## src/rtl/rvb_pkg.sv

```systemverilog
// Shared definitions for the carry-less multiply issue block:
// FSM state encoding, operation select values and the default tag width.
package rvb_pkg;

    typedef enum logic [1:0] {
        ST_IDLE  = 2'd0,
        ST_ISSUE = 2'd1,
        ST_WAIT  = 2'd2,
        ST_RESP  = 2'd3
    } state_e;

    // Value of the captured "high" bit that selects each multiplier operation.
    localparam logic OP_CLMUL  = 1'b0;
    localparam logic OP_CLMULH = 1'b1;

    localparam int TAG_W_DEF = 5;

endpackage

```

## src/rtl/rvb_clmul_issue_if.sv

```systemverilog
// Bundle of the three handshakes around the CLMUL issue block:
// core request, multiplier operand/result port and writeback response.
// The master modport is the issue block itself; slave is its environment.
interface rvb_clmul_issue_if
    import rvb_pkg::*;
#(
    parameter int TAG_W = TAG_W_DEF
) ();

    logic             req_valid;
    logic             req_ready;
    logic [31:0]      req_rs1;
    logic [31:0]      req_rs2;
    logic             req_high;
    logic [TAG_W-1:0] req_tag;
    logic             flush;

    logic             unit_din_ready;
    logic             unit_din_valid;
    logic [31:0]      unit_rs1;
    logic [31:0]      unit_rs2;
    logic             unit_op_clmul;
    logic             unit_op_clmulh;
    logic             unit_dout_valid;
    logic [31:0]      unit_dout_rd;

    logic             wb_valid;
    logic             wb_ready;
    logic [31:0]      wb_data;
    logic [TAG_W-1:0] wb_tag;
    logic             wb_err;
    logic             busy;

    modport master (
        input  req_valid, req_rs1, req_rs2, req_high, req_tag, flush,
        input  unit_din_ready, unit_dout_valid, unit_dout_rd,
        input  wb_ready,
        output req_ready,
        output unit_din_valid, unit_rs1, unit_rs2, unit_op_clmul, unit_op_clmulh,
        output wb_valid, wb_data, wb_tag, wb_err, busy
    );

    modport slave (
        output req_valid, req_rs1, req_rs2, req_high, req_tag, flush,
        output unit_din_ready, unit_dout_valid, unit_dout_rd,
        output wb_ready,
        input  req_ready,
        input  unit_din_valid, unit_rs1, unit_rs2, unit_op_clmul, unit_op_clmulh,
        input  wb_valid, wb_data, wb_tag, wb_err, busy
    );

endinterface

```

## src/rtl/rvb_clmul_issue.sv

```systemverilog
// Issue/collect FSM for the multi-cycle carry-less multiplier. Holds one
// request, launches it into the unit, waits (with watchdog) for the result
// and buffers it until writeback takes it. A flush that arrives after the
// operands were launched marks the request as dropped so the late result is
// swallowed instead of leaking into the next request.
module rvb_clmul_issue
    import rvb_pkg::*;
#(
    parameter int TAG_W   = TAG_W_DEF,
    parameter int TIMEOUT = 15
) (
    input  logic              clock,
    input  logic              reset,
    rvb_clmul_issue_if.master bus
);

    // Counter holds 0..TIMEOUT; expiry is detected in the last allowed cycle.
    localparam int              CNT_W    = $clog2(TIMEOUT + 1);
    localparam logic [CNT_W-1:0] CNT_LAST = CNT_W'(TIMEOUT - 1);

    state_e           r_state;
    state_e           w_state_nxt;
    logic             r_drop;
    logic             w_drop_nxt;
    logic [CNT_W-1:0] r_cnt;
    logic [CNT_W-1:0] w_cnt_nxt;
    logic             r_err;
    logic             w_err_nxt;

    logic [31:0]      r_rs1;
    logic [31:0]      r_rs2;
    logic             r_high;
    logic [TAG_W-1:0] r_tag;
    logic [31:0]      r_wb_data;

    logic             w_accept;
    logic             w_dout;
    logic             w_expire;
    logic             w_kill;

    assign w_accept = (r_state == ST_IDLE) && bus.req_valid && !bus.flush;
    assign w_dout   = (r_state == ST_WAIT) && bus.unit_dout_valid;
    // A result arriving in the final cycle still wins over the timeout.
    assign w_expire = (r_state == ST_WAIT) && !bus.unit_dout_valid && (r_cnt == CNT_LAST);
    assign w_kill   = r_drop || bus.flush;

    // State, drop flag, watchdog counter and error flag registers.
    always_ff @(posedge clock) begin
        if (reset) begin
            r_state <= ST_IDLE;
            r_drop  <= 1'b0;
            r_cnt   <= '0;
            r_err   <= 1'b0;
        end else begin
            r_state <= w_state_nxt;
            r_drop  <= w_drop_nxt;
            r_cnt   <= w_cnt_nxt;
            r_err   <= w_err_nxt;
        end
    end

    // Next-state logic, including drop/counter/error bookkeeping.
    always_comb begin
        w_state_nxt = r_state;
        w_drop_nxt  = r_drop;
        w_cnt_nxt   = r_cnt;
        w_err_nxt   = r_err;
        case (r_state)
            ST_IDLE: begin
                w_drop_nxt = 1'b0;
                w_cnt_nxt  = '0;
                if (w_accept) begin
                    w_state_nxt = ST_ISSUE;
                end
            end
            ST_ISSUE: begin
                if (bus.unit_din_ready) begin
                    // Operands are launched even if flushed now; remember to drop.
                    w_state_nxt = ST_WAIT;
                    w_cnt_nxt   = '0;
                    w_drop_nxt  = bus.flush;
                end else if (bus.flush) begin
                    w_state_nxt = ST_IDLE;
                end
            end
            ST_WAIT: begin
                w_cnt_nxt = r_cnt + CNT_W'(1);
                if (w_dout) begin
                    if (w_kill) begin
                        w_state_nxt = ST_IDLE;
                    end else begin
                        w_state_nxt = ST_RESP;
                        w_err_nxt   = 1'b0;
                    end
                end else if (w_expire) begin
                    if (w_kill) begin
                        w_state_nxt = ST_IDLE;
                    end else begin
                        w_state_nxt = ST_RESP;
                        w_err_nxt   = 1'b1;
                    end
                end else if (bus.flush) begin
                    w_drop_nxt = 1'b1;
                end
            end
            ST_RESP: begin
                if (bus.wb_ready || bus.flush) begin
                    w_state_nxt = ST_IDLE;
                end
            end
            default: begin
                w_state_nxt = ST_IDLE;
            end
        endcase
    end

    // Request capture and result buffer; data path needs no reset.
    always_ff @(posedge clock) begin
        if (w_accept) begin
            r_rs1  <= bus.req_rs1;
            r_rs2  <= bus.req_rs2;
            r_high <= bus.req_high;
            r_tag  <= bus.req_tag;
        end
        if (w_dout && !w_kill) begin
            r_wb_data <= bus.unit_dout_rd;
        end else if (w_expire && !w_kill) begin
            r_wb_data <= '0;
        end
    end

    // Outputs decoded from the current state and the held registers.
    always_comb begin
        bus.req_ready      = (r_state == ST_IDLE);
        bus.unit_din_valid = (r_state == ST_ISSUE);
        bus.unit_op_clmul  = (r_state == ST_ISSUE) && (r_high == OP_CLMUL);
        bus.unit_op_clmulh = (r_state == ST_ISSUE) && (r_high == OP_CLMULH);
        bus.unit_rs1       = r_rs1;
        bus.unit_rs2       = r_rs2;
        bus.wb_valid       = (r_state == ST_RESP);
        bus.wb_err         = (r_state == ST_RESP) && r_err;
        bus.wb_data        = r_wb_data;
        bus.wb_tag         = r_tag;
        bus.busy           = (r_state != ST_IDLE);
    end

endmodule

```

## src/flat_wrapper.sv

```systemverilog
// flat-port wrapper written by rule: the top's interface ports become plain ports
module rvb_clmul_issue_flat import rvb_pkg::*;
#(
    parameter int TAG_W   = TAG_W_DEF,
    parameter int TIMEOUT = 15
)
  (clock, reset, bus_req_valid, bus_req_rs1, bus_req_rs2, bus_req_high, bus_req_tag, bus_flush, bus_unit_din_ready, bus_unit_dout_valid, bus_unit_dout_rd, bus_wb_ready, bus_req_ready, bus_unit_din_valid, bus_unit_rs1, bus_unit_rs2, bus_unit_op_clmul, bus_unit_op_clmulh, bus_wb_valid, bus_wb_data, bus_wb_tag, bus_wb_err, bus_busy);
  rvb_clmul_issue_if #(.TAG_W(TAG_W)) bus_i ();
  input  logic clock;
  input  logic reset;
  input wire logic [$bits(bus_i.req_valid)-1:0] bus_req_valid;
  input wire logic [$bits(bus_i.req_rs1)-1:0] bus_req_rs1;
  input wire logic [$bits(bus_i.req_rs2)-1:0] bus_req_rs2;
  input wire logic [$bits(bus_i.req_high)-1:0] bus_req_high;
  input wire logic [$bits(bus_i.req_tag)-1:0] bus_req_tag;
  input wire logic [$bits(bus_i.flush)-1:0] bus_flush;
  input wire logic [$bits(bus_i.unit_din_ready)-1:0] bus_unit_din_ready;
  input wire logic [$bits(bus_i.unit_dout_valid)-1:0] bus_unit_dout_valid;
  input wire logic [$bits(bus_i.unit_dout_rd)-1:0] bus_unit_dout_rd;
  input wire logic [$bits(bus_i.wb_ready)-1:0] bus_wb_ready;
  output wire logic [$bits(bus_i.req_ready)-1:0] bus_req_ready;
  output wire logic [$bits(bus_i.unit_din_valid)-1:0] bus_unit_din_valid;
  output wire logic [$bits(bus_i.unit_rs1)-1:0] bus_unit_rs1;
  output wire logic [$bits(bus_i.unit_rs2)-1:0] bus_unit_rs2;
  output wire logic [$bits(bus_i.unit_op_clmul)-1:0] bus_unit_op_clmul;
  output wire logic [$bits(bus_i.unit_op_clmulh)-1:0] bus_unit_op_clmulh;
  output wire logic [$bits(bus_i.wb_valid)-1:0] bus_wb_valid;
  output wire logic [$bits(bus_i.wb_data)-1:0] bus_wb_data;
  output wire logic [$bits(bus_i.wb_tag)-1:0] bus_wb_tag;
  output wire logic [$bits(bus_i.wb_err)-1:0] bus_wb_err;
  output wire logic [$bits(bus_i.busy)-1:0] bus_busy;
  assign bus_i.req_valid = bus_req_valid;
  assign bus_i.req_rs1 = bus_req_rs1;
  assign bus_i.req_rs2 = bus_req_rs2;
  assign bus_i.req_high = bus_req_high;
  assign bus_i.req_tag = bus_req_tag;
  assign bus_i.flush = bus_flush;
  assign bus_i.unit_din_ready = bus_unit_din_ready;
  assign bus_i.unit_dout_valid = bus_unit_dout_valid;
  assign bus_i.unit_dout_rd = bus_unit_dout_rd;
  assign bus_i.wb_ready = bus_wb_ready;
  assign bus_req_ready = bus_i.req_ready;
  assign bus_unit_din_valid = bus_i.unit_din_valid;
  assign bus_unit_rs1 = bus_i.unit_rs1;
  assign bus_unit_rs2 = bus_i.unit_rs2;
  assign bus_unit_op_clmul = bus_i.unit_op_clmul;
  assign bus_unit_op_clmulh = bus_i.unit_op_clmulh;
  assign bus_wb_valid = bus_i.wb_valid;
  assign bus_wb_data = bus_i.wb_data;
  assign bus_wb_tag = bus_i.wb_tag;
  assign bus_wb_err = bus_i.wb_err;
  assign bus_busy = bus_i.busy;
  rvb_clmul_issue #(.TAG_W(TAG_W), .TIMEOUT(TIMEOUT)) u_core (.clock(clock), .reset(reset), .bus(bus_i));
endmodule
```

## config.mk

```make
export PLATFORM = sky130hd
export DESIGN_NAME = rvb_clmul_issue_flat
export DESIGN_NICKNAME = d
export VERILOG_FILES = /design/src/rtl/rvb_pkg.sv /design/src/rtl/rvb_clmul_issue_if.sv /design/src/rtl/rvb_clmul_issue.sv /design/src/flat_wrapper.sv
export SDC_FILE = /design/constraint.sdc
export NUM_CORES = 1
export LEC_CHECK = 0
export CORE_AREA = 10 10 136 138
export DETAILED_ROUTE_END_ITERATION = 6
export DIE_AREA = 0 0 146 148
export PLACE_DENSITY = 0.56
export SYNTH_ARGS = -nofsm -noshare
export SYNTH_HDL_FRONTEND = slang
export SYNTH_SLANG_ARGS = --single-unit
export TNS_END_PERCENT = 20
```

## constraint.sdc

```tcl
create_clock -name clock -period 3.5 [get_ports clock]
set_input_delay 0.7 -clock clock [delete_from_list [all_inputs] [get_ports clock]]
set_output_delay 0.7 -clock clock [all_outputs]
set_load 0.02 [all_outputs]
```

* After elaboration in Yosys (flattened, before gate mapping) *
Index checks and enable logic that the tools add are counted.

word-level totals
  register bits after elaboration = 110

cells by class
  bitwise logic cells = 1
  equality and inequality tests = 14
  add/subtract/negate cells = 1
  mux-type cells = 21
  reduce and logical (&&, ||, !) cells = 24

operator list
  kind                                            number
  2-to-1 mux 32 bit                               2
  2-to-1 mux 2 bit                                7
  != test 2 bit (second input constant)           6
  one-hot mux 4 bit (3 select lines)              1
  logical AND 1 bit                               10
  2-to-1 mux 1 bit                                8
  one-hot mux 2 bit (4 select lines)              1
  AND reduction 4 bit                             2
  nonzero test 2 bit                              3
  AND reduction 5 bit                             1
  adder 4 x 1 -> 4 bit (second input constant)    1
  == test 2 bit (second input constant)           2
  == test 4 bit (second input constant)           1
  2-to-1 mux 4 bit                                1
  != test 2 x 1 -> 1 bit (second input constant)  2
  zero test 1 bit                                 3
  != test 3 x 1 -> 1 bit (second input constant)  1
  != test 3 bit (second input constant)           1
  one-hot mux 1 bit (3 select lines)              1
  nonzero test 3 bit                              1
  == test 2 x 1 -> 1 bit (second input constant)  1
  zero test 2 bit                                 1
  logical OR 1 bit                                2
  AND reduction 2 bit                             1
  NOT 1 bit                                       1

* Longest topological paths before layout *
  depth after elaboration = 6
  gate-level depth with buffers = 7

* Worst setup path before layout *
No wires, ideal clock.

  path kind = flip-flop to flip-flop
  start = reg u_core.r_state[0]
  end = reg u_core.r_wb_data[0] (netlist: u_core.bus.wb_data[0]) (enable)
  stages on the path, launching flop included = 7
  path slack = 0.390 ns
  setup time = 0.425 ns
  arrival time = 2.685 ns
  required time = 3.075 ns
  path through = dfxtp_1 > inv_1 > ha_1 > buf_4 > nor3b_4 > clkbuf_2 > nor2b_1

on the way
  longest elaborated chain between the ends = 5

RTL lines
  element                                  line                                          source
  start, declared                          rvb_clmul_issue.sv:21                         state_e r_state;
  start signal, assigned                   rvb_clmul_issue.sv:55                         r_state <= w_state_nxt;
  == test 2 bit (*)                        rvb_clmul_issue.sv:42, rvb_clmul_issue.sv:44
  logical AND 1 bit (2 in a row)           rvb_clmul_issue.sv:44                         assign w_expire = (r_state == ST_WAIT) && !bus.unit_dout_valid && (r_cnt == CNT_LAST);
  logical AND 1 bit                        rvb_clmul_issue.sv:127                        end else if (w_expire && !w_kill) begin
  nonzero test 2 bit (no source line) (*)  n/a
  end signal, assigned                     rvb_clmul_issue.sv:126                        r_wb_data <= bus.unit_dout_rd;
  end, declared                            rvb_clmul_issue.sv:34                         logic [31:0] r_wb_data;

Every way passes the cells marked *; elsewhere a longest branch is shown, timed or not.
A chain may end at the register's enable or synchronous reset.

* Final worst setup path *
  start = reg u_core.r_state[1]
  end = out bus_unit_op_clmul

on the way
  longest elaborated chain between the ends = 2

RTL lines
  element                 line                    source
  == test 2 x 1 -> 1 bit  rvb_clmul_issue.sv:136  bus.unit_op_clmul = (r_state == ST_ISSUE) && (r_high == OP_CLMUL);
  logical AND 1 bit       rvb_clmul_issue.sv:136
  end, declared           flat_wrapper.sv:25      output wire logic [$bits(bus_i.unit_op_clmul)-1:0] bus_unit_op_clmul;

Every way passes these cells.

==> impl_metrics.py <==
metrics = {
    "status": {
        "status": "complete, no violations",
    },
    "clock_network": {
        "clk_pin_slew_ns": 0.07,
        "cts_root_buffer": "clkbuf_16",
        "cts_tree": "yes",
        "post_cts_buffers": 0,
        "htreeDepth": 3,
        "post_cts_resized": 0,
        "cts.sinks": 110,
        "holdBufCountCts": 0,
        "worstSkewPairLatency_ns": 0.35,
        "cts_made_buffers": 9,
        "clockBufferDepth": 2,
    },
    "routing": {
        "post_drt_wl_per_cell_um": 18.3,
        "drt_pass1_iterations": 4,
        "remaining_drc_errors": 0,
        "via_count": 2670,
        "drtAntennaViolNets": 0,
        "drt-total-wl_um": 12000,
        "viasPerCell": 4.08,
        "first_iter_violations": 120,
    },
    "grt": {
        "met2_usage_pct": 16.6,
        "busiest_layer": "met2",
        "grt_overflow": 0,
        "antenna_found_initial": 0,
        "grt_pass1_wl_um": 18000,
        "grtUsageMet1_pct": 12.7,
        "grt_max_degree": 37,
        "grt_pass1_vias": 2909,
        "grt_usage_pct": 10.9,
        "grt_use_met3_pct": 5.56,
    },
    "synth": {
        "yosysWarnings": 0,
        "synth_compound_area_share_pct": 2.79,
        "synth_xor_area_share_pct": 0,
        "ys_types": 30,
        "ys_seq_area_share_pct": 83.5,
        "syn-cell-area_mm2": 0.00386,
        "synth_simple_gate_area_share_pct": 9.69,
        "syn_nets": 324,
        "synth_fa_ha_area_share_pct": 2.27,
        "synth_top_family_by_area": "simple AND/OR/NAND/NOR gates",
        "avgSynthCellArea_um2": 18.6,
        "synth_cells": 208,
        "synthMuxAreaShare_pct": 0.292,
        "synth_seq_cells": 110,
    },
    "worst_setup_path": {
        "cp-end-kind": "output pin",
        "crit_slowest_cell": "clkdlybuf4s50_1",
        "critPathLaunchType": "flop",
        "cp.required_ns": 2.80,
        "arrival_ns": 1.88,
        "critPathKind": "flop to output pin",
        "worstPathCellList": "inv_1 -> ha_1 -> nor2b_1 -> clkdlybuf4s50_1",
        "cp_slowest_stage_delay_ns": 0.61,
        "cp_max_fo": 6,
    },
    "power": {
        "power.static_leakage_nw": 2.33,
        "peakVddDrop_mv": 0.204,
        "power_density_mw_per_mm2": 436,
        "total_power_w": 0.00288,
    },
    "die": {
        "fp.dieH_um": 148,
        "coreArea_mm2": 0.0157,
        "ioPinCount": 217,
        "rows": 46,
        "start_util_pct": 24.6,
        "dieArea_mm2": 0.0216,
        "die_w_um": 146,
    },
    "sta": {
        "tightest_slew_ns": 0.532,
        "clock.fmax_mhz": 387,
        "post-route-min-period_ns": 2.58,
        "fin_setup_tns_ns": 0,
        "grt_setup_unrepaired": "no",
        "worst_clock_skew_ns": 0.00514,
        "period_share_pct": 73.8,
        "setup_violations": 0,
        "maxSlewHeadroom_pct": 64.5,
        "finalHoldViolations": 0,
        "whs_ns": 0.504,
        "drv_slew": 0,
    },
    "placement": {
        "dp_hpwl_um": 9420,
        "place_congestion": 0.724,
        "io_buffers": 216,
    },
    "layout": {
        "antennaDiodeCount": 0,
        "area_growth_pct": 71.2,
        "final_layout_size_suffix_gt1_share_pct": 6.39,
        "finish.net_count": 549,
    },
    "min_path": {
        "hold_path.class": "flop to flop",
    },
    "flow_run": {
        "maxCapViolations": 0,
    },
}
power by group:
part           total [W]  internal (W)  switching [W]
Sequential       0.00151       0.00149      0.0000155
Clock           0.000990      0.000500       0.000490
Combinational   0.000386      0.000216       0.000171
Total            0.00288       0.00221       0.000676
synthesized netlist by cell type:
master	instances	area, µm²
o31a_1	1	8.76
buf_1	1	3.75
nand4b_1	2	17.5
clkbuf_2	3	15.0
a211oi_1	2	15.0
buf_4	1	7.51
and2_1	3	18.8
nor3_1	1	5.00
nor3_2	1	10.0
nor2_1	3	11.3
a21oi_1	10	50.1
ha_1	7	87.6
and2_0	1	6.26
o21ai_0	2	10.0
o31ai_1	1	7.51
a31oi_1	1	6.26
edfxtp_1	102	3060
nor3b_4	1	18.8
and3_1	34	213
nor2b_1	4	25.0
inv_2	1	3.75
nand2_1	2	7.51
a21bo_2	1	10.0
nand3_1	3	15.0
inv_1	4	15.0
nand3b_1	1	7.51
dfxtp_1	8	160
nand2b_1	3	18.8
clkbuf_1	3	11.3
mux2_2	1	11.3
metal layers:
| layer | wire length (µm) | up-vias |
|---|---|---|
| li1 | - | 1248 |
| met1 | 5080 | 1254 |
| met2 | 5370 | 154 |
| met3 | 1300 | 14 |
| met4 | 218 | 0 |
| met5 | 0 | - |
path summary, 6_finish.rpt:
check	start	to	slack (ns)	depth (start not counted)
max	u_core.r_state[1]	bus_unit_op_clmul	0.92	4
min	u_core.r_cnt[0]	u_core.r_cnt[0]	0.50	2
max reg2reg	u_core.r_state[0]	u_core.bus.wb_data[8]	1.49	5
min reg2reg	u_core.r_cnt[0]	u_core.r_cnt[0]	0.50	2
final cells by class:
class,count,area [µm²]
Inverter,5,18.8
Clock inverter,7,61.3
Tap cell,216,270
Fill cell,1450,9100
Timing Repair Buffer,222,2220
Clock buffer,9,225
Multi-Input combinational cell,85,589
Sequential cell,110,3220
cell usage in the layout (no fill, tap or decap), types with 3 or more instances in the layout:
master and instances:
a21oi_1 10, and2_1 3, and3_1 33, buf_4 5
clkbuf_16 9, clkdlybuf4s50_1 216, dfxtp_1 8, edfxtp_1 102
ha_1 7, inv_1 4, inv_6 3, nand2b_1 3
nand3_1 3, nor2_1 3, nor2b_1 3
metrics by stage:
step	util (%)	instance area [µm²]	std cells	setup WS, ns
finish	42.1	6610	654	0.916
CTS	42.1	6610	654	0.881
global route	42.1	6610	654	0.810
floorplan	-	3860	208	0.390
global placement	40.2	6320	638	1.03
detailed placement	40.2	6320	638	0.975
logic make-up after synthesis:
logic type	count (synthesis)
buffers and inverters	13
multiplexers	1
adder cells (fa/ha/maj)	7
AO/OA/AOI/OAI	18
flip-flops	110
AND/OR/NAND/NOR	59
worst max-delay path, delay by kind of cell, from the launching register on:
family,cells,cell delay (ns)
and+or+nand+nor,1,0.16
DFF,1,0.34
buffers and inverters,2,0.74
adders and majority gates,1,0.28
flip-flops by register name, indices dropped and copies added, names as in the netlist:
register	flops
u_core.bus.unit_rs1	32
u_core.bus.unit_rs2	32
u_core.bus.wb_data	32
u_core.bus.wb_tag	5
u_core.r_cnt	4
u_core.r_state	2
u_core.r_drop	1
u_core.r_err	1
u_core.r_high	1
(Power assumes the default switching activity.)
